$ cat src/rtl/reg_permute_map_if.sv
// Decode-side bundle for the register remapper: index/op inputs and mapped/checkpoint outputs.
interface reg_permute_map_if #(
  parameter int NUM_REGS   = 8,
  parameter int CKPT_DEPTH = 4
);
  localparam int IDX_W = $clog2(NUM_REGS);
  localparam int CNT_W = $clog2(CKPT_DEPTH + 1);

  logic [IDX_W-1:0] reg1;
  logic [IDX_W-1:0] reg2;
  logic [IDX_W-1:0] reg_write;
  logic [2:0]       op;
  logic [IDX_W-1:0] reg1_mapped;
  logic [IDX_W-1:0] reg2_mapped;
  logic [IDX_W-1:0] reg0_mapped;
  logic [IDX_W-1:0] reg_write_mapped;
  logic [CNT_W-1:0] ckpt_count;
  logic             ckpt_full;
  logic             ckpt_empty;
  logic             op_err;

  modport master (
    output reg1, reg2, reg_write, op,
    input  reg1_mapped, reg2_mapped, reg0_mapped, reg_write_mapped,
    input  ckpt_count, ckpt_full, ckpt_empty, op_err
  );

  modport slave (
    input  reg1, reg2, reg_write, op,
    output reg1_mapped, reg2_mapped, reg0_mapped, reg_write_mapped,
    output ckpt_count, ckpt_full, ckpt_empty, op_err
  );
endinterface

$ cat src/rtl/reg_permute_map.sv
// Logical-to-physical register remapper with swap/rotate/identity ops and a checkpoint stack.
// Lookups are combinational on the registered map; ops commit in one cycle, never stall.
module reg_permute_map #(
  parameter int NUM_REGS   = 8,
  parameter int CKPT_DEPTH = 4
) (
  input logic              clk,
  input logic              reset,
  reg_permute_map_if.slave bus
);
  localparam int IDX_W  = $clog2(NUM_REGS);
  localparam int CNT_W  = $clog2(CKPT_DEPTH + 1);
  localparam int SLOT_W = (CKPT_DEPTH > 1) ? $clog2(CKPT_DEPTH) : 1;

  localparam logic [2:0] OP_SWAP  = 3'b001;
  localparam logic [2:0] OP_ROTL  = 3'b010;
  localparam logic [2:0] OP_IDENT = 3'b011;
  localparam logic [2:0] OP_PUSH  = 3'b100;
  localparam logic [2:0] OP_POP   = 3'b101;

  logic [IDX_W-1:0]  map_q   [NUM_REGS];
  logic [IDX_W-1:0]  map_d   [NUM_REGS];
  logic [IDX_W-1:0]  stack_q [CKPT_DEPTH][NUM_REGS];
  logic [CNT_W-1:0]  cnt_q, cnt_d;
  logic              err_q, err_d;
  logic              push_en;
  logic              full, empty;
  logic [CNT_W-1:0]  cnt_m1;
  logic [SLOT_W-1:0] push_slot, pop_slot;

  assign full      = (cnt_q == CNT_W'(CKPT_DEPTH));
  assign empty     = (cnt_q == '0);
  assign cnt_m1    = cnt_q - CNT_W'(1);
  assign push_slot = cnt_q[SLOT_W-1:0];
  assign pop_slot  = cnt_m1[SLOT_W-1:0];

  always_comb begin
    map_d   = map_q;
    cnt_d   = cnt_q;
    err_d   = 1'b0;
    push_en = 1'b0;
    case (bus.op)
      // Equal operands read and write the same entry, so the map is naturally unchanged.
      OP_SWAP: begin
        map_d[bus.reg1] = map_q[bus.reg2];
        map_d[bus.reg2] = map_q[bus.reg1];
      end
      OP_ROTL: begin
        for (int i = 0; i < NUM_REGS; i++) map_d[i] = map_q[IDX_W'(i + 1)];
      end
      OP_IDENT: begin
        for (int i = 0; i < NUM_REGS; i++) map_d[i] = IDX_W'(i);
      end
      OP_PUSH: begin
        if (full) begin
          err_d = 1'b1;
        end else begin
          push_en = 1'b1;
          cnt_d   = cnt_q + CNT_W'(1);
        end
      end
      OP_POP: begin
        if (empty) begin
          err_d = 1'b1;
        end else begin
          map_d = stack_q[pop_slot];
          cnt_d = cnt_m1;
        end
      end
      default: ;
    endcase
  end

  always_ff @(posedge clk) begin
    if (reset) begin
      for (int i = 0; i < NUM_REGS; i++) map_q[i] <= IDX_W'(i);
      cnt_q <= '0;
      err_q <= 1'b0;
    end else begin
      map_q <= map_d;
      cnt_q <= cnt_d;
      err_q <= err_d;
    end
  end

  // Stack storage needs no reset: entries at or above the count are never read.
  always_ff @(posedge clk) begin
    if (push_en && !reset) stack_q[push_slot] <= map_q;
  end

  assign bus.reg1_mapped      = map_q[bus.reg1];
  assign bus.reg2_mapped      = map_q[bus.reg2];
  assign bus.reg0_mapped      = map_q[0];
  assign bus.reg_write_mapped = map_q[bus.reg_write];
  assign bus.ckpt_count       = cnt_q;
  assign bus.ckpt_full        = full;
  assign bus.ckpt_empty       = empty;
  assign bus.op_err           = err_q;
endmodule
$ cat src/flat_wrapper.sv
// flat-port wrapper written by rule: the top's interface ports become plain ports
module reg_permute_map_flat 
#(
  parameter int NUM_REGS   = 8,
  parameter int CKPT_DEPTH = 4
)
  (clk, reset, bus_reg1, bus_reg2, bus_reg_write, bus_op, bus_reg1_mapped, bus_reg2_mapped, bus_reg0_mapped, bus_reg_write_mapped, bus_ckpt_count, bus_ckpt_full, bus_ckpt_empty, bus_op_err);
  reg_permute_map_if #(.NUM_REGS(NUM_REGS), .CKPT_DEPTH(CKPT_DEPTH)) bus_i ();
  input logic clk;
  input logic reset;
  input wire logic [$bits(bus_i.reg1)-1:0] bus_reg1;
  input wire logic [$bits(bus_i.reg2)-1:0] bus_reg2;
  input wire logic [$bits(bus_i.reg_write)-1:0] bus_reg_write;
  input wire logic [$bits(bus_i.op)-1:0] bus_op;
  output wire logic [$bits(bus_i.reg1_mapped)-1:0] bus_reg1_mapped;
  output wire logic [$bits(bus_i.reg2_mapped)-1:0] bus_reg2_mapped;
  output wire logic [$bits(bus_i.reg0_mapped)-1:0] bus_reg0_mapped;
  output wire logic [$bits(bus_i.reg_write_mapped)-1:0] bus_reg_write_mapped;
  output wire logic [$bits(bus_i.ckpt_count)-1:0] bus_ckpt_count;
  output wire logic [$bits(bus_i.ckpt_full)-1:0] bus_ckpt_full;
  output wire logic [$bits(bus_i.ckpt_empty)-1:0] bus_ckpt_empty;
  output wire logic [$bits(bus_i.op_err)-1:0] bus_op_err;
  assign bus_i.reg1 = bus_reg1;
  assign bus_i.reg2 = bus_reg2;
  assign bus_i.reg_write = bus_reg_write;
  assign bus_i.op = bus_op;
  assign bus_reg1_mapped = bus_i.reg1_mapped;
  assign bus_reg2_mapped = bus_i.reg2_mapped;
  assign bus_reg0_mapped = bus_i.reg0_mapped;
  assign bus_reg_write_mapped = bus_i.reg_write_mapped;
  assign bus_ckpt_count = bus_i.ckpt_count;
  assign bus_ckpt_full = bus_i.ckpt_full;
  assign bus_ckpt_empty = bus_i.ckpt_empty;
  assign bus_op_err = bus_i.op_err;
  reg_permute_map #(.NUM_REGS(NUM_REGS), .CKPT_DEPTH(CKPT_DEPTH)) u_core (.clk(clk), .reset(reset), .bus(bus_i));
endmodule
$ cat config.mk
export PLATFORM = sky130hd
export DESIGN_NAME = reg_permute_map_flat
export DESIGN_NICKNAME = d
export VERILOG_FILES = /design/src/rtl/reg_permute_map_if.sv /design/src/rtl/reg_permute_map.sv /design/src/flat_wrapper.sv
export SDC_FILE = /design/constraint.sdc
export NUM_CORES = 1
export LEC_CHECK = 0
export BUFFER_PORTS_ARGS = -buffer_cell sky130_fd_sc_hd__buf_2
export CAP_MARGIN = 20
export CORE_ASPECT_RATIO = 1.75
export CORE_MARGIN = 4
export CORE_UTILIZATION = 40
export DETAILED_ROUTE_END_ITERATION = 12
export SYNTH_ARGS = -nofsm -noshare
export SYNTH_HDL_FRONTEND = slang
export SYNTH_SLANG_ARGS = --single-unit
$ cat constraint.sdc
create_clock -name clk -period 3.53 [get_ports clk]
set_input_delay 0.1765 -clock clk [delete_from_list [all_inputs] [get_ports clk]]
set_output_delay 0.1765 -clock clk [all_outputs]
set_load 0.005 [all_outputs]
==> metrics.yaml, run 1 <==
route:
  wirelength_mm: 18.2
  antenna_left: 0
  wl_per_cell_um: 26.0
  vias: 4405
  dr.first_iter.drc_count: 382
  dr.pass1.iters: 5
  drc: 0
  vias_per_cell: 6.30
finish:
  regArea_um2: 3440
  fillers: 1423
  fin_util: 0.461
  fin_nets: 519
  final_area_um2: 7120
  multi_input_area_um2: 2620
  syn2layout_area_growth_pct: 12.8
  finalNonFillerCells: 699
  num_antenna_cells: 0
  layout-drive-gt1-share: 0.236
timing:
  setup_viol: 0
  drv_slew: 0
  skew_ns: 0.00992
  fin_setup_tns_ns: 0
  max-slew-margin-rel: 0.396
  hold_viol_final: 0
  setup_ws_ns: 1.04
  fin_crit_ns: 2.49
  rsz0062_at_grt: "no"
  clock.fmax_mhz: 401
  worstMarginPinSlew_ns: 0.903
  worst_hold_slack_ns: 0.230
  post-route-period-util: 0.706
clocking:
  cts_resized: 0
  cts_made_buffers: 17
  ctsHoldBuffers: 0
  post_cts_buffers: 0
  root_buffer: "clkbuf_16"
  cts_tree: "yes"
  path_clk_slew_ns: 0.06
  cts.sink_count: 124
  worstSkewPairLatency_ns: 0.43
  htreeDepth: 4
  clockBufferDepth: 2
yosys:
  synth_edf_count: 96
  avgSynthCellArea_um2: 13.0
  ys_types: 64
  synthArstFlopShare: 0
  ys_seq_elements: 124
  yosysWarnings: 0
  syn_inst: 487
  ys.flop_type: "edfxtp_1"
  syn_nets: 506
  synth_top_cell_by_area: "edfxtp_1"
  synthTopCellsByArea: "edfxtp_1, mux4_2, dfxtp_1"
  synth_top_area_frac: 0.457
  synthesis.area_um2: 6310
  yosysSeqAreaShare: 0.545
critical_path:
  worstSetupPathType: "reg2reg"
  path_max_fanout: 15
  startpoint_type: "flip-flop"
  worst-endpoint-arrival_ns: 2.79
  worstPathRequired_ns: 3.83
  cp-end-kind: "flip-flop"
grt:
  grt_pass1_wl_mm: 28.1
  overflow: 0
  grt_max_degree: 31
  grt_pass1_vias: 4652
  grt_use_total: 0.216
  antenna_found_initial: 0
placement:
  dp_slack_ns: 0.997
  placedInstanceArea_um2: 6540
  dp_hpwl_mm: 12.2
  place_inst: 667
  place.gp.congestion: 0.910
  io_buffer_count: 31
floorplanning:
  die_h_um: 174
  die_area_um2: 17900
  start_util: 0.408
  core_um2: 15500
  placementRows: 60
  fp.dieW_um: 103
  num_io_pins: 32
pwr:
  ir_worst_vdd_mv: 0.398
  p_leak_nw: 2.42
  power_mw: 3.97
  cellPowerDensity_nw_per_um2: 557
hold_path:
  min_path_type: "in2reg"
run:
  cap_violations: 0
status:
  status: "finished clean"
## kinds of logic (layout without fill, tap and decap cells)
logic type	Yosys count	in the layout	share of synthesized area
and+or+nand+nor	153	153	0.128
AOI/OAI and AO/OA	94	94	0.115
adders and majority gates	5	5	0.00991
muxes	56	56	0.157
buffers and inverters	51	77	0.0396
DFF	124	124	0.545
xor gates and xnor gates	4	4	0.00555
## layer usage
| layer | GRT usage | share of wire |
|---|---|---|
| met1 | 0.255 | 0.37 |
| met2 | 0.366 | 0.54 |
| met3 | 0.0353 | 0.045 |
| met4 | 0.116 | 0.049 |
| met5 | 0 | 0 |
## cell type report
class,count,share of cell area
Sequential cell,124,0.483
Multi-Input combinational cell,312,0.368
Clock buffer,18,0.0602
Tap cell,186,0.0327
Timing Repair Buffer,39,0.0302
Clock inverter,14,0.0225
Inverter,6,0.00316
## path summary, 6_finish.rpt
| kind | start | endpoint | slack (ns) | depth (start not counted) |
|---|---|---|---|---|
| worst min register to register | u_core.bus.ckpt_count[1]$_SDFFE_PP0P_ | u_core.bus.ckpt_count[1]$_SDFFE_PP0P_ | 0.57 | 2 |
| worst min-delay path | bus_op[2] | flip-flop | 0.23 | 3 |
| worst max-delay path | u_core.bus.ckpt_count[1]$_SDFFE_PP0P_ | flip-flop | 1.04 | 6 |
| worst max register to register | u_core.bus.ckpt_count[1]$_SDFFE_PP0P_ | flip-flop | 1.04 | 6 |
## cell usage after synthesis, types with 4 or more instances
cell type / n
ha_1: 5
or3_1: 4
nor3_1: 19
mux2i_1: 10
o22ai_1: 9
and3b_1: 6
mux2_2: 8
nor3b_1: 5
o221ai_1: 5
a21oi_1: 9
edfxtp_1: 96
a221o_1: 8
nand2_1: 22
dfxtp_1: 28
nand3_1: 12
nand2b_1: 6
mux4_2: 32
a211oi_1: 14
nor2b_1: 12
clkbuf_1: 26
a22o_1: 8
nor2_1: 41
nand3b_1: 5
inv_1: 6
buf_2: 11
and2_1: 6
a31oi_1: 9
## power breakdown
part	switching [mW]	leakage (nW)	internal, mW
sequential	0.0844	1.09	1.62
combinational	0.289	1.05	0.212
clock	0.705	0.280	1.05
## critical path: stages (launching register included)
cell      delay (ns)
dfxtp_1         0.40
inv_1           0.10
ha_1            0.83
buf_4           0.33
mux4_2          0.32
a211oi_1        0.26
a31oi_1         0.12
## layout by cell type (no fill, tap or decap), drive strengths merged, types with 6 or more instances in the layout
cell    synthesis  routed
edfxtp         96      96
nor2           41      41
buf            19      39
mux4           32      32
dfxtp          28      28
nand2          22      22
nor3           19      19
clkbuf         26      18
a211oi         14      14
mux2           14      14
nand3          12      12
nor2b          12      12
inv             6      12
mux2i          10      10
a31oi           9       9
a21oi           9       9
o22ai           9       9
a221o           8       8
a22o            8       8
and2            8       8
and3b           6       6
nand2b          6       6
o221ai          6       6
o21ai           6       6
No activity file was read; power rests on OpenSTA's default activity.
==> run 2, diff against run 1 <==
==> constraint.sdc (replaced) <==
create_clock -name clk -period 2.3 [get_ports clk]
set_input_delay 0.115 -clock clk [delete_from_list [all_inputs] [get_ports clk]]
set_output_delay 0.115 -clock clk [all_outputs]
set_load 0.005 [all_outputs]
==> metrics.yaml, run 2 (same netlist as run 1, synthesis figures left out) <==
grt:
  grt_pass1_vias: 4719  # +1.4%
  overflow: 0  # unchanged
  grt_max_degree: 29  # -6.5%
  grt_pass1_wl_mm: 29.3  # +4.2%
  antenna_found_initial: 0  # unchanged
  grt_use_total: 0.225  # +0.00970
clocking:
  clockBufferDepth: 2  # unchanged
  ctsHoldBuffers: 0  # unchanged
  worstSkewPairLatency_ns: 0.42  # about the same
  cts.sink_count: 124  # unchanged
  htreeDepth: 4  # unchanged
  root_buffer: "clkbuf_16"
  cts_made_buffers: 17  # unchanged
  path_clk_slew_ns: 0.06  # about the same
  cts_tree: "yes"
  post_cts_buffers: 0  # unchanged
timing:
  post-route-period-util: 0.966
  worstMarginPinSlew_ns: 0.993  # +0.0897 ns
  clock.fmax_mhz: 450
  fin_crit_ns: 2.22
  max-slew-margin-rel: 0.336  # -0.0600
  worst_hold_slack_ns: 0.0252  # -0.205 ns
  drv_slew: 0  # unchanged
  fin_setup_tns_ns: 0  # unchanged
  rsz0062_at_grt: "no"
  setup_ws_ns: 0.0783  # -0.961 ns
  hold_viol_final: 0  # unchanged
  skew_ns: 0.0102  # +0.000285 ns
  setup_viol: 0  # unchanged
placement:
  place_inst: 703  # +5.4%
  io_buffer_count: 31  # unchanged
  place.gp.congestion: 0.984  # +8.1%
  placedInstanceArea_um2: 6870  # +5.2%
  dp_hpwl_mm: 13.6  # +11%
  dp_slack_ns: 0.154  # -0.842 ns
critical_path:
  path_max_fanout: 7  # -8
  worstSetupPathType: "reg2out"
  worst-endpoint-arrival_ns: 2.11  # -0.68 ns
  worstPathRequired_ns: 2.18  # -1.65 ns
  startpoint_type: "flip-flop"
  cp-end-kind: "output port"
finish:
  fin_nets: 555  # +6.9%
  final_area_um2: 7450  # +4.6%
  syn2layout_area_growth_pct: 18.0
  finalNonFillerCells: 735  # +5.2%
  layout-drive-gt1-share: 0.297  # +0.0610
  fin_util: 0.482  # +0.0210
  final_cell_mix: "edfxtp_1, nor2_1, buf_4, mux4_2, buf_2"
  final_common_cell: "edfxtp_1"
  num_antenna_cells: 0  # unchanged
status:
  status: "finished clean"
hold_path:
  min_path_type: "in2reg"
run:
  cap_violations: 0  # unchanged
route:
  vias: 4636  # +5.2%
  wirelength_mm: 19.5  # +7.2%
  wl_per_cell_um: 26.5  # +1.9%
  drc: 0  # unchanged
  dr.first_iter.drc_count: 478  # +25%
  antenna_left: 0  # unchanged
  dr.pass1.iters: 7  # +2
  vias_per_cell: 6.31  # about the same
floorplanning:
  fp.dieW_um: 103  # unchanged
  num_io_pins: 32  # unchanged
  start_util: 0.408  # unchanged
  die_area_um2: 17900  # unchanged
  die_h_um: 174  # unchanged
  placementRows: 60  # unchanged
  core_um2: 15500  # unchanged
pwr:
  ir_worst_vdd_mv: 0.743  # +86%
  power_mw: 6.14  # +55%
  cellPowerDensity_nw_per_um2: 824  # +48%
  p_leak_nw: 2.61  # +7.6%
## run 2: changes by cell type in the layout (fill, tap and decap cells not counted), moves of 4 or more
| cell | previous run | this run |
|---|---|---|
| and2_1 | 6 | 2 |
| buf_12 | 0 | 5 |
| and2_2 | 0 | 4 |
| buf_4 | 8 | 39 |
## run 2: cell type report
| type | count | area, µm² |
|---|---|---|
| inverter | 6 | 22.5 |
| multi-input combinational | 312 | 2630 |
| timing repair buffer | 75 | 548 |
| clock inverter | 15 | 150 |
| fill | 1398 | 8020 |
| tap | 186 | 233 |
| sequential | 124 | 3440 |
| clock buffer | 17 | 425 |
## run 2: metal layers
| metal | share of wire | up-vias | track usage |
|---|---|---|---|
| li1 | - | 2021 | - |
| met1 | 0.36 | 2342 | 0.251 |
| met2 | 0.54 | 210 | 0.398 |
| met3 | 0.044 | 63 | 0.0378 |
| met4 | 0.056 | 0 | 0.119 |
| met5 | 0 | - | 0 |
## run 2: worst max-delay path: stages (launching register included)
cell and delay (ns):
dfxtp_1 0.40, buf_4 0.18, mux2_1 0.28, mux4_2 0.50
buf_4 0.18, buf_2 0.14
## run 2: worst paths after layout
check,from,end,slack (ns),depth (start not counted)
setup / recovery,flip-flop,bus_reg2_mapped[0],0.08,5
setup reg to reg,u_core.bus.ckpt_count[1]$_SDFFE_PP0P_,flip-flop,0.20,7
hold / removal,reset,u_core.bus.op_err$_SDFF_PP0_,0.03,3
hold reg to reg,flip-flop,flip-flop,0.56,1
## run 2: repair_timing
action                                  4_1_cts  5_1_grt
endpoints found under the hold margin         0        0
resized for setup                             0        1
endpoints found under the setup margin        0        1
## run 2: power by group
part	internal [mW]	switching [mW]	leakage (nW)	total (mW)
Clock	1.52	1.12	0.276	2.64
Sequential	2.49	0.0789	1.09	2.57
Combinational	0.404	0.525	1.24	0.929
